File: config.mk
export PLATFORM = sky130hd
export DESIGN_NAME = demux1x4_reg
export DESIGN_NICKNAME = d
export VERILOG_FILES = /design/src/rtl/demux1x4_reg.sv
export SDC_FILE = /design/constraint.sdc
export NUM_CORES = 1
export LEC_CHECK = 0
export CORE_MARGIN = 5
export CORE_UTILIZATION = 48
export CTS_CLUSTER_SIZE = 30
export DETAILED_ROUTE_END_ITERATION = 8
export GPL_ROUTABILITY_DRIVEN = 0
export PLACE_DENSITY = 0.85
export SLEW_MARGIN = 5
export SYNTH_ARGS = -nofsm -noshare
export SYNTH_HDL_FRONTEND = slang
export SYNTH_SLANG_ARGS = --single-unit
File: constraint.sdc
create_clock -name clk -period 4.1 [get_ports clk]
set_input_delay 0.82 -clock clk [delete_from_list [all_inputs] [get_ports clk]]
set_output_delay 0.82 -clock clk [all_outputs]
set_load 0.01 [all_outputs]
File: src/rtl/demux1x4_reg.sv
// Registered 1-to-4 byte demultiplexer with per-channel valid/ready holding slots,
// broadcast mode and a wrapping transfer counter.
module demux1x4_reg (
    input  logic       clk,
    input  logic       reset,
    input  logic [7:0] in_data,
    input  logic [1:0] in_select,
    input  logic       in_bcast,
    input  logic       in_valid,
    output logic       in_ready,
    output logic [7:0] out_0,
    output logic [7:0] out_1,
    output logic [7:0] out_2,
    output logic [7:0] out_3,
    output logic [3:0] out_valid,
    input  logic [3:0] out_ready,
    output logic [7:0] xfer_count
);

    logic [7:0] data_q  [4];
    logic [7:0] data_d  [4];
    logic [3:0] valid_q;
    logic [3:0] valid_d;
    logic [7:0] count_q;
    logic [7:0] count_d;

    logic [3:0] slot_free;
    logic [3:0] load;
    logic [3:0] drain;
    logic       accept;

    // A slot can take a byte if it is empty or is being consumed this same cycle.
    assign slot_free = ~valid_q | out_ready;
    assign drain     = valid_q & out_ready;

    always_comb begin
        in_ready = 1'b0;
        if (!reset) begin
            if (in_bcast) begin
                in_ready = &slot_free;
            end else begin
                in_ready = slot_free[in_select];
            end
        end
    end

    assign accept = in_valid & in_ready;

    generate
        for (genvar gi = 0; gi < 4; gi++) begin : g_chan
            assign load[gi] = accept & (in_bcast | (in_select == 2'(gi)));

            always_comb begin
                data_d[gi]  = data_q[gi];
                valid_d[gi] = valid_q[gi];
                if (load[gi]) begin
                    data_d[gi]  = in_data;
                    valid_d[gi] = 1'b1;
                end else if (drain[gi]) begin
                    valid_d[gi] = 1'b0;
                end
            end

            always_ff @(posedge clk or posedge reset) begin
                if (reset) begin
                    data_q[gi]  <= 8'h00;
                    valid_q[gi] <= 1'b0;
                end else begin
                    data_q[gi]  <= data_d[gi];
                    valid_q[gi] <= valid_d[gi];
                end
            end
        end
    endgenerate

    assign count_d = accept ? count_q + 8'd1 : count_q;

    always_ff @(posedge clk or posedge reset) begin
        if (reset) begin
            count_q <= 8'h00;
        end else begin
            count_q <= count_d;
        end
    end

    assign out_0      = data_q[0];
    assign out_1      = data_q[1];
    assign out_2      = data_q[2];
    assign out_3      = data_q[3];
    assign out_valid  = valid_q;
    assign xfer_count = count_q;

endmodule

# [After elaboration in Yosys (flattened, before gate mapping)]
# Index checks and enable logic that the tools add are counted.
[word_totals] regBits=44 latch_bits=0 mem_bits_rw=0 mem_bits_ro=0 n_memories=0
[classes] add_sub_neg=1 mul=0 div=0 order_cmp=1 n_eq_ne=3 shifts=0 muxes=12 bitwise_logic=12 n_reduce_logical=6
[op_table] cell="2-to-1 mux 1 bit" n=11
[op_table] cell="adder 8 x 1 -> 8 bit, second input constant" n=1
[op_table] cell="nonzero test 2 bit" n=4
[op_table] cell="AND 1 bit" n=5
[op_table] cell="AND 4 bit" n=1
[op_table] cell="equality test 2 bit, second input constant" n=2
[op_table] cell="inverter 4 bit" n=1
[op_table] cell="OR 1 bit" n=4
[op_table] cell="OR 4 bit" n=1
[op_table] cell="AND reduction 4 bit" n=1
[op_table] cell="less-than comparator 2 x 3 -> 1 bit, second input constant" n=1
[op_table] cell="binary-select mux 1 bit (select 2 bit)" n=1
[op_table] cell="equality test 2 x 1 -> 1 bit, second input constant" n=1
[op_table] cell="zero test 2 bit" n=1

# [Logic depth before layout (Yosys ltp)]
# Gate-level depths: netlist of the first run.
[depth] depth_word=9 mapped_depth=6 depth_no_buf=5

# [Worst setup path after synthesis of the first run]
# Ideal clock, no wire load.
[synth_path] kind="in2out" from="input port in_select[1]" to="output port in_ready" arrival_ps=1818 setup_slack_ps=1462 cell_stages=5 path_buffers=1 cell_sequence="a21oi_2 -> nor3b_1 -> a311o_2 -> buf_6 -> nor2_1"
[synth_between] elab_chain_len=4
[synth_rtl] item="start, declared" line_no="7" source="input logic [1:0] in_select,"
[synth_rtl] item="binary-select mux 1 bit (select 2 bit)" line_no="42" source="in_ready = slot_free[in_select];"
[synth_rtl] item="2-to-1 mux 1 bit (implied by the code)" line_no="42"
[synth_rtl] item="2-to-1 mux 1 bit" line_no="39" source="if (in_bcast) begin"
[synth_rtl] item="2-to-1 mux 1 bit" line_no="38" source="if (!reset) begin"
[synth_rtl] item="end, declared" line_no="10" source="output logic in_ready,"
# Every way passes these cells. The select of a mux whose other input is x is not followed.

# [Worst setup path in the final report of the first run]
# Same ends and word-level chain as after synthesis.

==> results.md, run 1 <==
* Run status: complete, no violations
* Compound-cell area share of the yosys netlist at 0.0325
* Yosys reg bits at 44
* DPL Wire Length at 3210 µm
* TNS Setup at 0 ns
* Clock network power share at 0.172
* Adder-cell area share of the yosys netlist at 0.00676
* Worst Path Arrival at 2.84 ns
* Worst path bufs/invs at 2
* GRT Overall Usage at 0.175
* Minimum clock period at 3.66 ns
* Clk buf depth at 2
* Number of buffer cells added on primary ports at 62
* Detail Route Antenna Nets at 0
* Syn nets at 148
* Die area at 5200 µm²
* Max_cap viols at 0
* CTS tree: built
* EDFF count, synth at 0
* CP Launch Type: input port
* I/O Pins at 63
* First-pass detailed-route iteration total at 4
* Initial antenna violation count at 0
* Sw power at 409 µW
* Worst flop-to-flop path startpoint: out_valid[3]
* Worst setup path end: in_ready
* PwrDens at 533 nW/µm²
* Largest family of logic cells by synthesized area: multiplexers
* Cells after Synth at 129
* Synth unique cells at 26
* Area growth syn-to-layout at 41.4%
* Die extent in y at 72.1 µm
* CP Max Fanout at 12
* Reg2reg setup slack at 1.87 ns
* Cts repair resizes at 0
* R2R depth at 4
* Sequential fraction of the synthesis area at 0.595
* VDD IR max at 0.000332 V
* WP data required at 3.28 ns
* Post-Synth Simple-Gate Area at 0.114
* CTS Root Cell: clkbuf_8
* Core area at 3690 µm²
* Fillers at 273
* Routed len/inst at 16.9 µm
* CTS buffer count at 5
* Slew @ Worst Pin at 0.704 ns
* Sequential share of power at 0.461
* Final hold slack at 0.464 ns
* Relative slew margins at 0.527
* Mapped Area at 1850 µm²
* Worst setup startpoint: in_select[1]
* Leak pwr at 1.13 nW
* Ant. Diodes at 0
* Clk pin slew, worst setup/hold paths at 0.06 ns
* Cts hold-fix bufs at 0
* Post-route DRC at 0
* Fin crit share at 0.892
* Setup crit end kind: output port
* Routed via count at 1299
* Syn avg cell area at 14.3 µm²
* Largest delay contributor family on the critical path: buffers and inverters
* Final wirelength at 4170 µm
* Combinational share of power at 0.367
* Fin. Hold Viols at 0
* Die Wd at 72.1 µm
* Top FF cell, synth: dfrtp_1
* Final count of pins violating max slew at 0
* Worst Clk Skew at 0.00660 ns
* Drt via density at 5.26
* Layout Nets at 218
* # setup viols final at 0
* Asr flop ratio synth at 1.00
* Row Count at 22
* Top area cells in the synthesized netlist: dfrtp_1, mux2_2, xor2_1
* CTS sink count at 44
* Synthesis warning total at 0
* CP Depth at 6
* Setup Buffers After CTS at 0
* Post-synth top area share at 0.595
* CP peak stage delay at 0.54 ns
* Share of layout cells above drive strength 1 at 0.246
* Dominant cell type by area after synthesis: dfrtp_1
* Initial Util at 0.502
* First-pass GRT wire length at 6970 µm
* Largest net degree at the start of global routing at 38
* RSZ-0062 raised after global routing: no
* Initial DRC count at 53
* Critical R2R Capture: out_3[7]
* Congestion Overflow GR at 0
* Worst Hold Class: flop to flop
* Vias in the first global route at 1419
* Clk_lat worst skew at 0.28 ns
* H-tree Lvls at 2
* Total power at 1.40 mW
* FMAX at 274 MHz
* Setup CP Type: input port to output port
* Most used cell along the critical path: clkdlybuf4s50_1
* Post-synthesis mux area share at 0.201
* Internal at 986 µW
* Net Sw Frac at 0.293
* Xor/xnor share of the synthesized area at 0.0331
* Slowest cell on crit path: clkdlybuf4s50_1
* CP Cell Sequence: clkdlybuf4s50_1 > a21oi_2 > nor3b_1 > a311o_2 > nor2_1 > clkdlybuf4s50_1
[power groups by stage]
| stage | registers (mW) | clock network [mW] | logic [mW] |
|---|---|---|---|
| 2_1_floorplan | 0.692 | 0 | 0.154 |
| 3_3_place_gp | 0.640 | 0 | 0.505 |
| 3_5_place_dp | 0.650 | 0 | 0.518 |
| 4_1_cts | 0.643 | 0.249 | 0.521 |
| 5_1_grt | 0.660 | 0.272 | 0.547 |
| 6_report | 0.643 | 0.240 | 0.512 |
[layout make-up]
| class | instances | area [µm²] | share of cell area |
|---|---|---|---|
| inverter | 5 | 18.8 | 0.00717 |
| sequential | 44 | 1100 | 0.421 |
| multi-input combinational | 78 | 716 | 0.274 |
| tap | 48 | 60.1 | 0.0230 |
| clock inverter | 1 | 5.00 | 0.00191 |
| timing repair buffer | 65 | 643 | 0.246 |
| clock buffer | 6 | 72.6 | 0.0277 |
[cells in the mapped netlist, types with 2 or more instances]
cell / number
a21o_1: 3
dfrtp_1: 44
inv_1: 5
mux2_2: 32
nand2_1: 6
nand3_1: 2
nand4_1: 2
nor2b_1: 3
nor3_1: 4
nor3_4: 2
nor4_1: 3
o21ai_0: 2
or2_2: 2
xor2_1: 7
[metal layers]
layer  global-route usage  up-vias  routed length, µm
met2                0.288       57               2050
met3               0.0623        2                301
met1                0.222      643               1810
met4               0.0418        0                  9
met5                    0        -                  0
li1                     -      597                  -
[cell usage in the layout (no fill, tap or decap), drive strengths merged]
| master | netlist | layout |
|---|---|---|
| a21o | 3 | 3 |
| a21oi | 1 | 1 |
| a311o | 1 | 1 |
| and3 | 1 | 1 |
| buf | 2 | 3 |
| clkbuf | 0 | 6 |
| clkdlybuf4s50 | 0 | 62 |
| clkinv | 0 | 2 |
| dfrtp | 44 | 44 |
| ha | 1 | 1 |
| inv | 5 | 4 |
| mux2 | 33 | 33 |
| nand2 | 6 | 6 |
| nand3 | 2 | 2 |
| nand4 | 2 | 2 |
| nor2 | 1 | 1 |
| nor2b | 3 | 3 |
| nor3 | 6 | 6 |
| nor3b | 1 | 1 |
| nor4 | 4 | 4 |
| nor4b | 1 | 1 |
| o21ai | 2 | 2 |
| o21bai | 1 | 1 |
| or2 | 2 | 2 |
| xor2 | 7 | 7 |
[how the worst min path moves through the flow]
stage / slack (ns) / from / depth (start not counted) / end
2_1_floorplan: 0.50 / xfer_count[7] / 1 / xfer_count[7]
3_3_place_gp: 0.46 / xfer_count[7] / 1 / xfer_count[7]
3_5_place_dp: 0.46 / xfer_count[7] / 1 / xfer_count[7]
4_1_cts: 0.47 / xfer_count[7] / 1 / xfer_count[7]
5_1_grt: 0.51 / out_0[7] / 1 / out_0[7]
6_report: 0.46 / xfer_count[7] / 1 / xfer_count[7]
[cells by family (layout without fill, tap and decap cells)]
group / count (synthesis) / in the layout
compound gates: 8 / 8
buf+inv: 7 / 77
simple gates: 29 / 29
mux: 33 / 33
fa+ha+maj: 1 / 1
xor+xnor: 7 / 7
flops: 44 / 44
[worst register-to-register path, cell delays in order (launching register included)]
cell,delay (ns)
dfrtp_1,0.40
nor3b_1,0.15
a311o_2,0.51
nor4_4,0.65
mux2_2,0.41
[registers in the layout, summed over array words and instances, names as in the netlist]
register	count
out_1	8
out_valid	4
out_3	8
out_0	8
out_2	8
xfer_count	8
[metrics by stage]
stage	area (µm²)	worst slack [ns]	instances	util
2_1_floorplan	1850	1.46	129	-
3_5_place_dp	2540	0.451	240	0.688
4_1_cts	2620	0.447	247	0.709
6_report	2620	0.444	247	0.709
3_3_place_gp	2540	0.498	240	0.688
5_1_grt	2620	0.330	247	0.709
No activity file was read; power rests on OpenSTA's default activity.
==> inputs of run 2 (changes only) <==
Settings changed: CAP_MARGIN from default to 10, SKIP_CTS_REPAIR_TIMING from default to 1.
==> results of run 2 <==
No change in the layout: final DEF, timing and power equal those of run 1.
==> inputs of run 3 (changes only) <==
Settings changed: CORE_UTILIZATION 48 to 45, PLACE_DENSITY 0.85 to 0.8.
==> results.md, run 3 (synthesis results as in run 1) <==
* Final wirelength at 4360 µm (was 4170 µm)
* Die Wd at 74.1 µm (was 72.1 µm)
* Total power at 1.44 mW (was 1.40 mW)
* First-pass GRT wire length at 6930 µm (was 6970 µm)
* Routed via count at 1289 (was 1299)
* Internal at 1.02 mW (was 986 µW)
* Post-route cell area at 2630 µm² (was 2620 µm²)
* Worst Clk Skew at 0.00475 ns (was 0.00660 ns)
* Setup CP Type: input port to output port (unchanged)
* Die area at 5490 µm² (was 5200 µm²)
* Post-route DRC at 0 (unchanged)
* Relative slew margins at 0.502 (was 0.527)
* Setup crit end kind: output port (unchanged)
* Sequential share of power at 0.449 (was 0.461)
* # setup viols final at 0 (unchanged)
* Sw power at 418 µW (was 409 µW)
* I/O Pins at 63 (unchanged)
* Minimum clock period at 3.66 ns (about the same)
* Ant. Diodes at 0 (unchanged)
* Most frequent cells in the layout: clkdlybuf4s50_1, dfrtp_1, mux2_2 (unchanged)
* Vias in the first global route at 1442 (was 1419)
* Initial DRC count at 75 (was 53)
* Fin. Hold Viols at 0 (unchanged)
* Core area at 4000 µm² (was 3690 µm²)
* Routed len/inst at 17.6 µm (was 16.9 µm)
* Fillers at 306 (was 273)
* Initial antenna violation count at 0 (unchanged)
* WP data required at 3.28 ns (about the same)
* CTS Root Cell: clkbuf_8 (unchanged)
* Area growth syn-to-layout at 42.1% (was 41.4%)
* Clk_lat worst skew at 0.29 ns (was 0.28 ns)
* GRT Overall Usage at 0.169 (was 0.175)
* Final count of pins violating max slew at 0 (unchanged)
* TNS Setup at 0 ns (unchanged)
* Worst hold start: xfer_count[7] (unchanged)
* Clk pin slew, worst setup/hold paths at 0.07 ns (was 0.06 ns)
* Worst setup startpoint: in_select[1] (unchanged)
* Fin crit share at 0.893 (was 0.892)
* Share of layout cells above drive strength 1 at 0.247 (was 0.246)
* Layout Nets at 217 (was 218)
* Placed instance area at 2530 µm² (was 2540 µm²)
* PwrDens at 546 nW/µm² (was 533 nW/µm²)
* Run status: complete, no violations (unchanged)
* Combinational share of power at 0.354 (was 0.367)
* Congestion Overflow GR at 0 (unchanged)
* Worst flop-to-flop path startpoint: out_valid[3] (unchanged)
* RSZ-0062 raised after global routing: no (unchanged)
* Clk buf depth at 2 (unchanged)
* Number of buffer cells added on primary ports at 62 (unchanged)
* Final hold slack at 0.487 ns (was 0.464 ns)
* Worst Hold Class: flop to flop (unchanged)
* CTS buffer count at 5 (unchanged)
* H-tree Lvls at 2 (unchanged)
* Most common cell after layout, fill and taps aside: clkdlybuf4s50_1 (unchanged)
* FMAX at 273 MHz (was 274 MHz)
* Die extent in y at 74.1 µm (was 72.1 µm)
* VDD IR max at 0.000318 V (was 0.000332 V)
* Drt via density at 5.20 (was 5.26)
* First-pass detailed-route iteration total at 4 (unchanged)
* Multi-input gate area at 716 µm² (unchanged)
* CTS tree: built (unchanged)
* Sequential standard cell area at 1100 µm² (unchanged)
* Initial Util at 0.463 (was 0.502)
* CP Launch Type: input port (unchanged)
* Largest net degree at the start of global routing at 45 (was 38)
* CP Max Fanout at 12 (unchanged)
* Max_cap viols at 0 (unchanged)
* Row Count at 23 (was 22)
* Leak pwr at 1.14 nW (was 1.13 nW)
* Detail Route Antenna Nets at 0 (unchanged)
* DPL Wire Length at 3280 µm (was 3210 µm)
* Clock network power share at 0.197 (was 0.172)
* CTS sink count at 44 (unchanged)
* Slew @ Worst Pin at 0.742 ns (was 0.704 ns)
* Worst Path Arrival at 2.84 ns (about the same)
* Net Sw Frac at 0.291 (was 0.293)
[run 3: cell types whose count changed in the layout (fill, tap and decap cells not counted), sizes merged]
cell,previous run,this run
buf,3,2
clkbuf,6,7
clkinv,2,1
[run 3: worst paths after layout]
check / to / slack (ns) / cells after the start
min in group asynchronous: xfer_count[4] / 1.03 / 3
min reg2reg: xfer_count[7] / 0.49 / 1
max in group asynchronous: out_0[1] / 2.71 / 3
min: xfer_count[7] / 0.49 / 1
max: in_ready / 0.44 / 6
max reg2reg: out_1[0] / 1.85 / 4
[run 3: area by class of cell]
type                       count  share of cell area
tap                           50              0.0238
clock buffer                   7              0.0366
sequential                    44               0.419
multi-input combinational     78               0.272
inverter                       5             0.00714
timing repair buffer          64               0.242
[run 3: per-layer routing]
metal / track usage / routed length, µm / up-vias
met1: 0.202 / 1760 / 626
met3: 0.0527 / 352 / 9
met2: 0.292 / 2170 / 62
met4: 0.0523 / 77 / 0
li1: - / - / 592
met5: 0 / 0 / -
[run 3: power by group through the flow]
stage	sequential, mW	combinational, mW	clock, mW
floorplan	0.692	0.154	0
global placement	0.642	0.502	0
detailed placement	0.651	0.517	0
CTS	0.645	0.520	0.291
global route	0.663	0.545	0.311
finish	0.645	0.509	0.283
[run 3: per-stage QoR]
step	worst slack, ns	std cells	utilization
5_1_grt	0.390	248	0.657
4_1_cts	0.435	248	0.657
3_3_place_gp	0.493	241	0.633
3_5_place_dp	0.439	241	0.633
2_1_floorplan	1.46	129	-
6_report	0.439	248	0.657
[run 3: worst max-delay path, cell delays in order]
cell	delay [ns]
clkdlybuf4s50_1	0.54
inv_1	0.06
a21o_1	0.20
a311o_2	0.54
nor2_1	0.14
clkdlybuf4s50_1	0.54
